## src/rtl/clint_axil_slave.sv

```systemverilog
// clint_axil_slave
//   AXI4-Lite slave front end for the CLINT. Decodes 32-bit bus accesses
//   against the CLINT address map. Writes become single-cycle write-enable
//   strobes plus reg_wdata toward clint_core. Reads return the values that
//   clint_core drives on mtime/mtimecmp/msip.
//
// Ports:
//   clk, rst_n            clock, asynchronous active-low reset
//   s_aw*/s_w*/s_b*       AXI4-Lite write address / data / response channels
//   s_ar*/s_r*            AXI4-Lite read address / data channels
//   mtime_l_wen, mtime_h_wen          strobes for mtime[31:0] / mtime[63:32]
//   mtimecmp_l_wen, mtimecmp_h_wen    per-hart strobes for mtimecmp halves
//   msip_wen                          per-hart strobe for msip
//   reg_wdata             data accompanying the strobes
//   mtime, mtimecmp, msip current register values from clint_core
//
// Handshake rule (all channels): a transfer happens on a rising clk edge
// where valid and ready are both high. A source holds valid and its payload
// stable until that edge; ready never depends combinationally on valid.

module clint_axil_slave #(
    parameter int HART_NUM   = 1,
    parameter int ADDR_WIDTH = 16
) (
    input  logic                     clk,
    input  logic                     rst_n,
    input  logic                     s_awvalid,
    output logic                     s_awready,
    input  logic [ADDR_WIDTH-1:0]    s_awaddr,
    input  logic                     s_wvalid,
    output logic                     s_wready,
    input  logic [31:0]              s_wdata,
    input  logic [3:0]               s_wstrb,
    output logic                     s_bvalid,
    input  logic                     s_bready,
    output logic [1:0]               s_bresp,
    input  logic                     s_arvalid,
    output logic                     s_arready,
    input  logic [ADDR_WIDTH-1:0]    s_araddr,
    output logic                     s_rvalid,
    input  logic                     s_rready,
    output logic [31:0]              s_rdata,
    output logic [1:0]               s_rresp,
    output logic                     mtime_l_wen,
    output logic                     mtime_h_wen,
    output logic [HART_NUM-1:0]      mtimecmp_l_wen,
    output logic [HART_NUM-1:0]      mtimecmp_h_wen,
    output logic [HART_NUM-1:0]      msip_wen,
    output logic [31:0]              reg_wdata,
    input  logic [63:0]              mtime,
    input  logic [64*HART_NUM-1:0]   mtimecmp,
    input  logic [HART_NUM-1:0]      msip
);

    localparam int HIDX_W = (HART_NUM > 1) ? $clog2(HART_NUM) : 1;

    localparam logic [1:0] RESP_OKAY   = 2'b00;
    localparam logic [1:0] RESP_SLVERR = 2'b10;
    localparam logic [1:0] RESP_DECERR = 2'b11;

    typedef enum logic [2:0] {
        T_NONE,
        T_MSIP,
        T_CMP_L,
        T_CMP_H,
        T_MTIME_L,
        T_MTIME_H
    } tgt_e;

    typedef struct packed {
        tgt_e              tgt;
        logic [HIDX_W-1:0] hart;
    } dec_t;

    // Word-address decode of addr[15:2]; byte offset bits are ignored.
    function automatic dec_t decode(input logic [13:0] word_addr);
        logic [31:0] word;
        dec_t        d;
        word   = {18'd0, word_addr};
        d.tgt  = T_NONE;
        d.hart = '0;
        if (word < 32'(HART_NUM)) begin
            d.tgt  = T_MSIP;
            d.hart = HIDX_W'(word);
        end else if ((word >= 32'h1000) && (word < (32'h1000 + 32'(2 * HART_NUM)))) begin
            d.tgt  = word[0] ? T_CMP_H : T_CMP_L;
            d.hart = HIDX_W'((word - 32'h1000) >> 1);
        end else if (word == 32'h2FFE) begin
            d.tgt = T_MTIME_L;
        end else if (word == 32'h2FFF) begin
            d.tgt = T_MTIME_H;
        end
        return d;
    endfunction

    // Readies stay low until the first clock after reset release.
    logic        rdy_en;
    logic        aw_held;
    logic        w_held;
    logic [13:0] awaddr_q;
    logic [31:0] wdata_q;
    logic [3:0]  wstrb_q;

    logic        aw_hs;
    logic        w_hs;
    logic        ar_hs;
    logic        commit;
    dec_t        wr_dec;
    dec_t        rd_dec;
    logic [1:0]  wr_resp;
    logic [31:0] rd_data_c;
    logic [1:0]  rd_resp_c;

    // Address bits outside [15:2] do not take part in decoding.
    logic        unused_addr_bits;
    assign unused_addr_bits = ^{s_awaddr, s_araddr};

    assign s_awready = rdy_en && !aw_held && !s_bvalid;
    assign s_wready  = rdy_en && !w_held  && !s_bvalid;
    assign s_arready = rdy_en && !s_rvalid;

    assign aw_hs  = s_awvalid && s_awready;
    assign w_hs   = s_wvalid  && s_wready;
    assign ar_hs  = s_arvalid && s_arready;
    assign commit = aw_held && w_held;

    assign wr_dec = decode(awaddr_q);
    assign rd_dec = decode(s_araddr[15:2]);

    always_comb begin
        wr_resp = RESP_OKAY;
        case (wr_dec.tgt)
            T_NONE:  wr_resp = RESP_DECERR;
            T_MSIP:  wr_resp = wstrb_q[0] ? RESP_OKAY : RESP_SLVERR;
            default: wr_resp = (wstrb_q == 4'hF) ? RESP_OKAY : RESP_SLVERR;
        endcase
    end

    always_comb begin
        rd_data_c = 32'd0;
        rd_resp_c = RESP_OKAY;
        case (rd_dec.tgt)
            T_MSIP:    rd_data_c = {31'd0, msip[rd_dec.hart]};
            T_CMP_L:   rd_data_c = mtimecmp[64 * int'(rd_dec.hart) +: 32];
            T_CMP_H:   rd_data_c = mtimecmp[64 * int'(rd_dec.hart) + 32 +: 32];
            T_MTIME_L: rd_data_c = mtime[31:0];
            T_MTIME_H: rd_data_c = mtime[63:32];
            default:   rd_resp_c = RESP_DECERR;
        endcase
    end

    // Write channel: latch AW and W independently; commit on the clock after
    // both are held, producing the strobe and the response together.
    always_ff @(posedge clk or negedge rst_n) begin
        if (!rst_n) begin
            rdy_en         <= 1'b0;
            aw_held        <= 1'b0;
            w_held         <= 1'b0;
            awaddr_q       <= '0;
            wdata_q        <= '0;
            wstrb_q        <= '0;
            s_bvalid       <= 1'b0;
            s_bresp        <= RESP_OKAY;
            reg_wdata      <= '0;
            mtime_l_wen    <= 1'b0;
            mtime_h_wen    <= 1'b0;
            mtimecmp_l_wen <= '0;
            mtimecmp_h_wen <= '0;
            msip_wen       <= '0;
        end else begin
            rdy_en         <= 1'b1;
            mtime_l_wen    <= 1'b0;
            mtime_h_wen    <= 1'b0;
            mtimecmp_l_wen <= '0;
            mtimecmp_h_wen <= '0;
            msip_wen       <= '0;

            if (aw_hs) begin
                aw_held  <= 1'b1;
                awaddr_q <= s_awaddr[15:2];
            end
            if (w_hs) begin
                w_held  <= 1'b1;
                wdata_q <= s_wdata;
                wstrb_q <= s_wstrb;
            end
            if (s_bvalid && s_bready) begin
                s_bvalid <= 1'b0;
            end

            // Held flags can only be set while bvalid is low, so commit and
            // the B handshake never coincide.
            if (commit) begin
                aw_held   <= 1'b0;
                w_held    <= 1'b0;
                s_bvalid  <= 1'b1;
                s_bresp   <= wr_resp;
                reg_wdata <= wdata_q;
                if (wr_resp == RESP_OKAY) begin
                    case (wr_dec.tgt)
                        T_MSIP:    msip_wen[wr_dec.hart]       <= 1'b1;
                        T_CMP_L:   mtimecmp_l_wen[wr_dec.hart] <= 1'b1;
                        T_CMP_H:   mtimecmp_h_wen[wr_dec.hart] <= 1'b1;
                        T_MTIME_L: mtime_l_wen                 <= 1'b1;
                        T_MTIME_H: mtime_h_wen                 <= 1'b1;
                        default:   ;
                    endcase
                end
            end
        end
    end

    // Read channel: data is captured from clint_core at the AR handshake and
    // held until the master takes it.
    always_ff @(posedge clk or negedge rst_n) begin
        if (!rst_n) begin
            s_rvalid <= 1'b0;
            s_rdata  <= '0;
            s_rresp  <= RESP_OKAY;
        end else begin
            if (ar_hs) begin
                s_rvalid <= 1'b1;
                s_rdata  <= rd_data_c;
                s_rresp  <= rd_resp_c;
            end else if (s_rvalid && s_rready) begin
                s_rvalid <= 1'b0;
            end
        end
    end

endmodule
```

## config.mk

```make
export PLATFORM = sky130hd
export DESIGN_NAME = clint_axil_slave
export DESIGN_NICKNAME = d
export VERILOG_FILES = /design/src/rtl/clint_axil_slave.sv
export SDC_FILE = /design/constraint.sdc
export NUM_CORES = 1
export LEC_CHECK = 0
export ABC_AREA = 1
export CORE_ASPECT_RATIO = 0.8
export CORE_UTILIZATION = 42
export DETAILED_ROUTE_END_ITERATION = 10
export PLACE_DENSITY = 0.79
export SLEW_MARGIN = 5
export SYNTH_ARGS = -nofsm -noshare
export SYNTH_HDL_FRONTEND = slang
export SYNTH_SLANG_ARGS = --single-unit
```

## constraint.sdc

```tcl
create_clock -name clk -period 1.5 [get_ports clk]
set_input_delay 0.3 -clock clk [delete_from_list [all_inputs] [get_ports clk]]
set_output_delay 0.3 -clock clk [all_outputs]
set_load 0.02 [all_outputs]
```

# After elaboration in Yosys (flattened, before gate mapping)
# Cells that the tools add are included.
dict set report totals {
  reg_bits 128
  input_bits 204
  output_inout_bits 78
}
dict set report op_classes {
  n_addsub 3
  n_lt_le_gt_ge 9
  n_eq_ne 15
  shifts 2
  n_mux 42
  reduce_logical 25
}
# cell n
set op_table {}
lappend op_table {{$pmux 32 s5} 1}
lappend op_table {{$shiftx 64x8->32} 1}
lappend op_table {{$shiftx 64x9->32} 1}
lappend op_table {{$eq 14x14->1 const B} 4}
lappend op_table {{$mux 1} 29}
lappend op_table {{$ge 14x13->1 const B} 2}
lappend op_table {{$lt 14x1->1 const B} 2}
lappend op_table {{$lt 14x13->1 const B} 2}
lappend op_table {{$mux 3} 6}
lappend op_table {{$logic_and 1x1->1} 14}
lappend op_table {{$eq 3x2->1 const B} 4}
lappend op_table {{$eq 3x3->1 const B} 4}
lappend op_table {{$add 7x6->8 const B} 1}
lappend op_table {{$mux 4} 2}
lappend op_table {{$reduce_bool 2->1} 4}
lappend op_table {{$eq 3x1->1 const B} 2}
lappend op_table {{$mux 2} 3}
lappend op_table {{$reduce_or 5->1} 1}
lappend op_table {{$eq 4x4->1 const B} 1}
lappend op_table {{$logic_not 1->1} 4}
lappend op_table {{$pmux 2 s2} 1}
lappend op_table {{$sub 2x1->2 const B} 2}
lappend op_table {{$logic_not 3->1} 1}
lappend op_table {{$logic_not 2->1} 1}
lappend op_table {{other kinds (2)} 3}

# Logic depth before layout (Yosys ltp)
# Gate-level depths: netlist of run 1.
dict set report depth {
  ltp_word 11
  depth_mapped 11
  ltp_nobuf 10
}

# Worst setup path after synthesis of run 1
# OpenSTA, ideal clock, no wires.
dict set report synth_path {
  path_type {register -> register}
  start {reg s_bvalid}
  end {reg wdata_q[22]}
  setup_ns 0.132
  arrival_time_ns 1.741
  required_time_ns 1.368
  path_slack_ns -0.373
  path_stages_with_launch 7
  n_path_buf 2
  period_less_slack_ns 1.873
  cell_sequence {dfrtp_1 -> nor3_1 -> nand2_1 -> buf_2 -> clkbuf_1 -> nor2_1 -> a21oi_1}
}
dict set report synth_between {
  elab_chain_len 3
}
# element line
set synth_lines {}
lappend synth_lines {{start, declared} 34} ;# output logic s_bvalid,
lappend synth_lines {{start signal, assigned} 162} ;# s_bvalid <= 1'b0;
lappend synth_lines {{start signal, assigned} 188} ;# s_bvalid <= 1'b0;
lappend synth_lines {{start signal, assigned} 196} ;# s_bvalid <= 1'b1;
lappend synth_lines {{$logic_not 1->1} 119} ;# assign s_wready = rdy_en && !w_held && !s_bvalid;
lappend synth_lines {{$logic_and 1x1->1} 119}
lappend synth_lines {{named net s_wready} 31} ;# output logic s_wready,
lappend synth_lines {{$logic_and 1x1->1} 123} ;# assign w_hs = s_wvalid && s_wready;
lappend synth_lines {{end signal, assigned} 184} ;# wdata_q <= s_wdata;
lappend synth_lines {{end, declared} 101} ;# logic [31:0] wdata_q;
# The timed path passes the listed nets, and every way through them passes these cells.
# A chain may end at the register's enable or synchronous reset.

# Final worst setup path of run 1
dict set report layout_path {
  start {reg s_bvalid}
  end {out s_wready}
}
dict set report layout_between {
  elab_chain_len 2
}
# element line
set layout_lines {}
lappend layout_lines {{$logic_not 1->1} 119}
lappend layout_lines {{$logic_and 1x1->1} 119}
lappend layout_lines {{end, declared} 31}
# No other way between the ends.

==> results of run 1 <==
==> synthesized netlist by cell type, drive strengths merged <==
cell type / number
mux2: 25
clkbuf: 21
nand4: 22
nand3b: 15
nand3: 64
inv: 41
nand2: 196
o211ai: 14
dfrtp: 127
conb: 1
buf: 21
or2: 14
o21ai: 43
o21bai: 17
nor2: 69
a21oi: 27
nor3: 8
==> cell families (layout without fill, tap and decap cells) <==
logic type / after synthesis / count (layout) / share of synthesized area
AND/OR/NAND/NOR: 388 / 388 / 0.285
buffers and inverters: 83 / 420 / 0.0581
multiplexers: 25 / 25 / 0.0457
AO/OA/AOI/OAI: 101 / 101 / 0.0946
flip-flops: 127 / 127 / 0.516
other: 1 / 1 / 0.000609
==> power by group <==
part / switching (mW) / total [mW] / internal, mW
Clock: 1.62 / 4.67 / 3.04
Combinational: 2.32 / 4.35 / 2.03
Sequential: 0.612 / 5.20 / 4.59
Total: 4.55 / 14.2 / 9.66
==> through the flow <==
stage	worst slack, ns	TNS (ns)	instance area [sq um]
after floorplan	0.00713	0	6190
after global placement	-0.543	-16.00	9510
after detailed placement	-0.575	-17.22	9510
after CTS	-0.0688	-0.123	10500
after global routing	-0.114	-2.31	10600
final	-0.0533	-0.0844	10600
==> final cells by class <==
cell class | instances | area [sq um] | area share
clock buffer | 19 | 443 | 0.0418
clock inverter | 13 | 223 | 0.0210
inverter | 41 | 159 | 0.0150
multi-input combinational | 515 | 2830 | 0.267
sequential | 127 | 3180 | 0.300
tap | 184 | 230 | 0.0217
timing repair buffer | 347 | 3530 | 0.333
==> routing by layer <==
layer,track usage,vias to the layer above
met1,0.372,3129
met4,0.120,0
met2,0.472,288
met3,0.0658,46
met5,0,-
li1,-,3052
==> what timing repair did <==
item | CTS | global route
cloned | 6 | 2
buffers inserted | 15 | 1
endpoints found under the setup margin | 112 | 74
hold buffers | 1 | 0
pin swaps | 21 | 16
hold endpoints to repair | 127 | 0
gates resized for setup | 152 | 46
==> worst max-delay path, delay by kind of cell, from the launching register on <==
kind	cells	cell delay, ns
flops	1	0.43
simple gates	1	0.14
buf+inv	2	0.28
==> path summary, 6_finish.rpt <==
kind | start | endpoint | slack, ns | cells past startpoint
min reg2reg | wdata_q[7] | reg_wdata[7] | 0.46 | 2
max reg2reg | s_bvalid | wdata_q[9] | -0.01 | 6
max | s_bvalid | s_wready | -0.05 | 3
max in group asynchronous | rst_n | s_bvalid | 0.68 | 3
min | rst_n | reg_wdata[28] | 0.42 | 3
min in group clk | wdata_q[7] | reg_wdata[7] | 0.46 | 2
==> state kept, by name (all words and copies together), names as in the netlist, 2 cells and up <==
name       count
reg_wdata     32
s_rdata       32
wdata_q       32
awaddr_q      14
wstrb_q        4
s_bresp        2
==> cell usage in the layout, fill, tap and decap left out, types with 14 or more instances in the layout <==
master,instances
o21ai_0,40
nand3_1,56
o21bai_1,17
nand4_1,21
inv_1,33
nor2_1,44
clkdlybuf4s50_1,184
dfrtp_1,126
nand2_1,189
dlygate4sd2_1,75
buf_12,14
clkbuf_16,19
nor2_2,17
a21oi_1,25
nand3b_1,15
or2_2,14
mux2_2,25
o211ai_1,14
buf_4,40
==> metrics.yaml, run 1 <==
cts:
  cts-root-buf: "clkbuf_16"
  clock-sinks: 127
  clkTransAtPathRegs_ns: 0.06
  cts_tree: "done"
  cts_buffer_depth: 2
  clock_latency_ns: 0.41
  h-tree-depth: 4
  cts_made_buffers: 17
detailed_routing:
  met2_length_um: 10600
  dr.pass1.iters: 7
  postRouteAntennaNets: 0
  drt_iter0_drc: 388
  met1_length_um: 9030
  highest_layer: "met4"
  via_per_inst: 5.23
  wl_per_cell_um: 17.6
  drt_drc_violations_left: 0
  wl_met3_um: 1600
  vias: 6515
  wirelength_um: 21900
worst_setup_path:
  critPathKind: "reg2out"
  critPathLaunchType: "flip-flop"
  slowest_delay_ns: 0.43
  cp_max_fo: 3
  cp.arrival_ns: 1.25
  path_cells: "buf_6, nor3_4, buf_6"
  crit_required_ns: 1.20
  crit_path_top_delay_cell: "dfrtp_2"
  crit_top_cell: "buf_6"
  endpoint_kind: "output pin"
global_routing:
  grt_usage: 0.289
  grt_pass1_wl_um: 32900
  antenna_found_initial: 0
  grt_max_degree: 75
  grt-ovfl-total: 0
  grt_pass1_vias: 6396
final_layout:
  antenna_cells: 0
  fin_cells: 1246
  syn2layout_area_growth_pct: 71.9
  nets: 1253
  num-fill-cells: 1066
  utilization: 0.741
  final_layout_size_suffix_gt1_frac: 0.202
die:
  row_count: 39
  start_util: 0.431
  core-area_sq_um: 14300
  die_h_um: 110
  die_w_um: 137
  dieArea_sq_um: 15200
  ios: 282
synth:
  syn_area_per_cell_sq_um: 8.50
  synth_top_area_share: 0.516
  yosys-top-cells-area: "dfrtp_1 52%, nand2_1 12%, nand3_1 5.0%, mux2_2 4.6%, nor2_1 3.9%"
  synth_nets: 929
  yosysWarnings: 0
  synth_largest_area_cell: "dfrtp_1"
  synth_seq_cells: 127
  ys_seq_area_frac: 0.516
  syn_area_sq_um: 6160
  yosysUniqueCellTypes: 29
  synthCells: 725
sta:
  fin_hold_ws_ns: 0.421
  fin_ws_ns: -0.0533
  slew_viol_final: 0
  fmax_mhz: 644
  rsz0062_at_grt: "true"
  period_needed_ns: 1.55
  finalClockSkew_ns: 0.0134
  fin_crit_sh: 1.04
  hold_violations: 0
  setup_viol_count_final: 5
placement:
  io_buffers: 277
  gp_congestion: 0.923
  dp_cells: 1190
  dp_hpwl_um: 15000
run:
  cap_viol_max_count: 0
status:
  outcome: "complete, but fails checks"
  violations: "setup timing"
pwr:
  vdd_drop_max_v: 0.00109
  power_mw: 14.2
  p_leak_nw: 5.18
  power_density_nw_per_um2: 1340
worst_hold_path:
  hp-class: "in2async"
Note: power is estimated with default switching activity, not from simulation.
==> run 2: changes to the inputs <==
==> constraint.sdc (replaced) <==
create_clock -name clk -period 1.5 [get_ports clk]
set_input_delay 0.45 -clock clk [delete_from_list [all_inputs] [get_ports clk]]
set_output_delay 0.45 -clock clk [all_outputs]
set_load 0.02 [all_outputs]
==> run 2 against run 1 <==
  * The flow still finishes with violations (setup timing)
  * Non-clock buffer count rose by 12
  * Setup slack got worse by 0.096 ns
  * Count of clock-buffer cells in the layout fell by 1
  * Register-to-register slack improved by 0.03 ns
  * Core utilization rose by 0.26 points
  * Final cell count rose by 1.1%
  * Via count rose by 1.4%
  * Clock skew fell by 0.0044 ns
  * Clock power fell by 19%
  * Hold slack got worse by 0.40 ns
  * Wire length rose by 5.9%
  * Die area did not move
==> metrics.yaml, run 2 (same netlist as run 1, synthesis figures left out) <==
status:
  outcome: "complete, but fails checks"
  violations: "setup timing"
global_routing:
  antenna_found_initial: 0  # unchanged
  grt_pass1_wl_um: 32800  # -0.33%
  grt_max_degree: 58  # -23%
  grt-ovfl-total: 0  # unchanged
  grt_pass1_vias: 6415  # +0.30%
  grt_usage: 0.289  # -0.000705
detailed_routing:
  met2_length_um: 10800  # +2.3%
  wirelength_um: 23200  # +5.9%
  postRouteAntennaNets: 0  # unchanged
  drt_iter0_drc: 345  # -11%
  highest_layer: "met4"
  met1_length_um: 9240  # +2.3%
  wl_met3_um: 1960  # +22%
  vias: 6603  # +1.4%
  wl_per_cell_um: 18.4  # +4.8%
  via_per_inst: 5.24  # +0.22%
  drt_drc_violations_left: 0  # unchanged
  dr.pass1.iters: 4  # -3
cts:
  clkTransAtPathRegs_ns: 0.06  # about the same
  clock_latency_ns: 0.41  # about the same
  h-tree-depth: 4  # unchanged
  cts_buffer_depth: 2  # unchanged
  cts_tree: "done"
  cts_made_buffers: 17  # unchanged
  clock-sinks: 127  # unchanged
  cts-root-buf: "clkbuf_16"
sta:
  fin_ws_ns: -0.150  # -0.0962 ns
  rsz0062_at_grt: "true"
  fin_crit_sh: 1.10  # +0.0641
  setup_viol_count_final: 20  # +15
  hold_violations: 0  # unchanged
  finalClockSkew_ns: 0.00903  # -0.00440 ns
  fmax_mhz: 606  # -5.8%
  slew_viol_final: 0  # unchanged
  period_needed_ns: 1.65  # +0.0962 ns
worst_setup_path:
  critPathLaunchType: "flip-flop"
  reg2reg_setup_slack_ns: 0.02  # +0.03 ns
  crit_path_top_delay_cell: "dfrtp_1"
  cp_max_fo: 3  # unchanged
  endpoint_kind: "output pin"
  critPathKind: "reg2out"
  slowest_delay_ns: 0.33  # -0.10 ns
  path_cells: "inv_2, nor3_4, buf_6"
  crit_required_ns: 1.05  # -0.15 ns
  cp.arrival_ns: 1.20  # -0.05 ns
  cpLargestDelayFamily: "flip-flops"
  worst-path-buf-inv: 2  # unchanged
die:
  dieArea_sq_um: 15200  # unchanged
  start_util: 0.431  # unchanged
  ios: 282  # unchanged
  core-area_sq_um: 14300  # unchanged
  die_w_um: 137  # unchanged
  die_h_um: 110  # unchanged
  row_count: 39  # unchanged
worst_hold_path:
  hp-class: "in2async"
final_layout:
  mostFrequentLayoutCell: "clkdlybuf4s50_1"
  final_cell_mix: "184 x clkdlybuf4s50_1, 166 x nand2_1, 126 x dfrtp_1"
  nets: 1267  # +1.1%
  final_layout_size_suffix_gt1_frac: 0.312  # +0.110
  antenna_cells: 0  # unchanged
  syn2layout_area_growth_pct: 72.5
  num-fill-cells: 1021  # -4.2%
  fin_cells: 1260  # +1.1%
  reg_top3: "reg_wdata (32), s_rdata (32), wdata_q (32)"
placement:
  dp_cells: 1190  # unchanged
  gp_congestion: 0.937  # +1.6%
  io_buffers: 277  # unchanged
  dp_hpwl_um: 15300  # +2.0%
  place_ws_ns: -0.718  # -0.144 ns
pwr:
  p_leak_nw: 5.14  # -0.79%
  power_density_nw_per_um2: 1240  # -7.8%
  vdd_drop_max_v: 0.00111  # +1.4%
run:
  cap_viol_max_count: 0  # unchanged
run 2: cell count changes in the layout (fill, tap and decap cells not counted), moves of 4 or more:
cell,delta
dlygate4sd2_1,-75
buf_2,+70
nand2_1,-23
buf_6,+20
nand2_2,+17
nor2_2,-10
nor2_4,+8
clkbuf_2,-7
bufinv_16,-5
clkinvlp_4,+5
nand2_4,+5
buf_4,+4
run 2: metal layers:
| metal | vias to the layer above | track usage |
|---|---|---|
| met4 | 0 | 0.133 |
| met1 | 3136 | 0.365 |
| met2 | 301 | 0.459 |
| met3 | 83 | 0.0814 |
| li1 | 3083 | - |
| met5 | - | 0 |
run 2: worst paths after layout:
path,startpoint,cells past startpoint,endpoint
worst max-delay path,rdy_en,3,s_awready
worst min-delay path,rst_n,2,s_rdata[27]
worst max register to register,w_held,7,wdata_q[25]
worst min register to register,s_rdata[25],2,s_rdata[25]
max in group asynchronous,rst_n,2,wstrb_q[3]
min in group clk,s_rdata[25],2,s_rdata[25]
run 2: worst reg2reg max path, cell delays in order, from the launching register on:
cell and delay [ns]:
dfrtp_1 0.40, nor3_4 0.24, buf_4 0.16, nand2_4 0.08, buf_12 0.16, buf_4 0.17, nor2_1 0.11, a21oi_1 0.06
run 2: power breakdown:
part	leakage [nW]	total (mW)	internal, mW	switching (mW)
registers	1.57	5.20	4.59	0.610
clock network	0.261	3.77	2.18	1.59
logic	3.31	4.18	1.88	2.30
total	5.14	13.2	8.65	4.50
run 2: cell type report:
type | instances | area [sq um] | share of cell area
Multi-Input combinational cell | 517 | 3080 | 0.290
Clock inverter | 14 | 109 | 0.0102
Timing Repair Buffer | 359 | 3400 | 0.320
Sequential cell | 127 | 3180 | 0.299
Tap cell | 184 | 230 | 0.0217
Clock buffer | 18 | 439 | 0.0413
Inverter | 41 | 188 | 0.0177
run 2: per-stage QoR:
| step | area [sq um] | setup TNS (ns) | total power [mW] | util | hold slack [ns] |
|---|---|---|---|---|---|
| 2_1_floorplan | 6260 | -0.481 | 7.35 | - | 0.154 |
| 3_3_place_gp | 9560 | -26.69 | 9.51 | 0.669 | 0.441 |
| 3_5_place_dp | 9560 | -28.55 | 9.67 | 0.669 | 0.450 |
| 4_1_cts | 10300 | -0.451 | 13.1 | 0.717 | 0.0276 |
| 5_1_grt | 10600 | -2.30 | 13.9 | 0.743 | 0.0342 |
| 6_report | 10600 | -0.630 | 13.2 | 0.743 | 0.0245 |
run 2: what timing repair did:
item                                    in CTS  in global routing
cloned                                       6                  7
hold buffers                                 0                  0
setup buffers                               24                  7
pin swaps                                   32                 46
gates resized for setup                    399                 99
endpoints found under the setup margin     111                 64
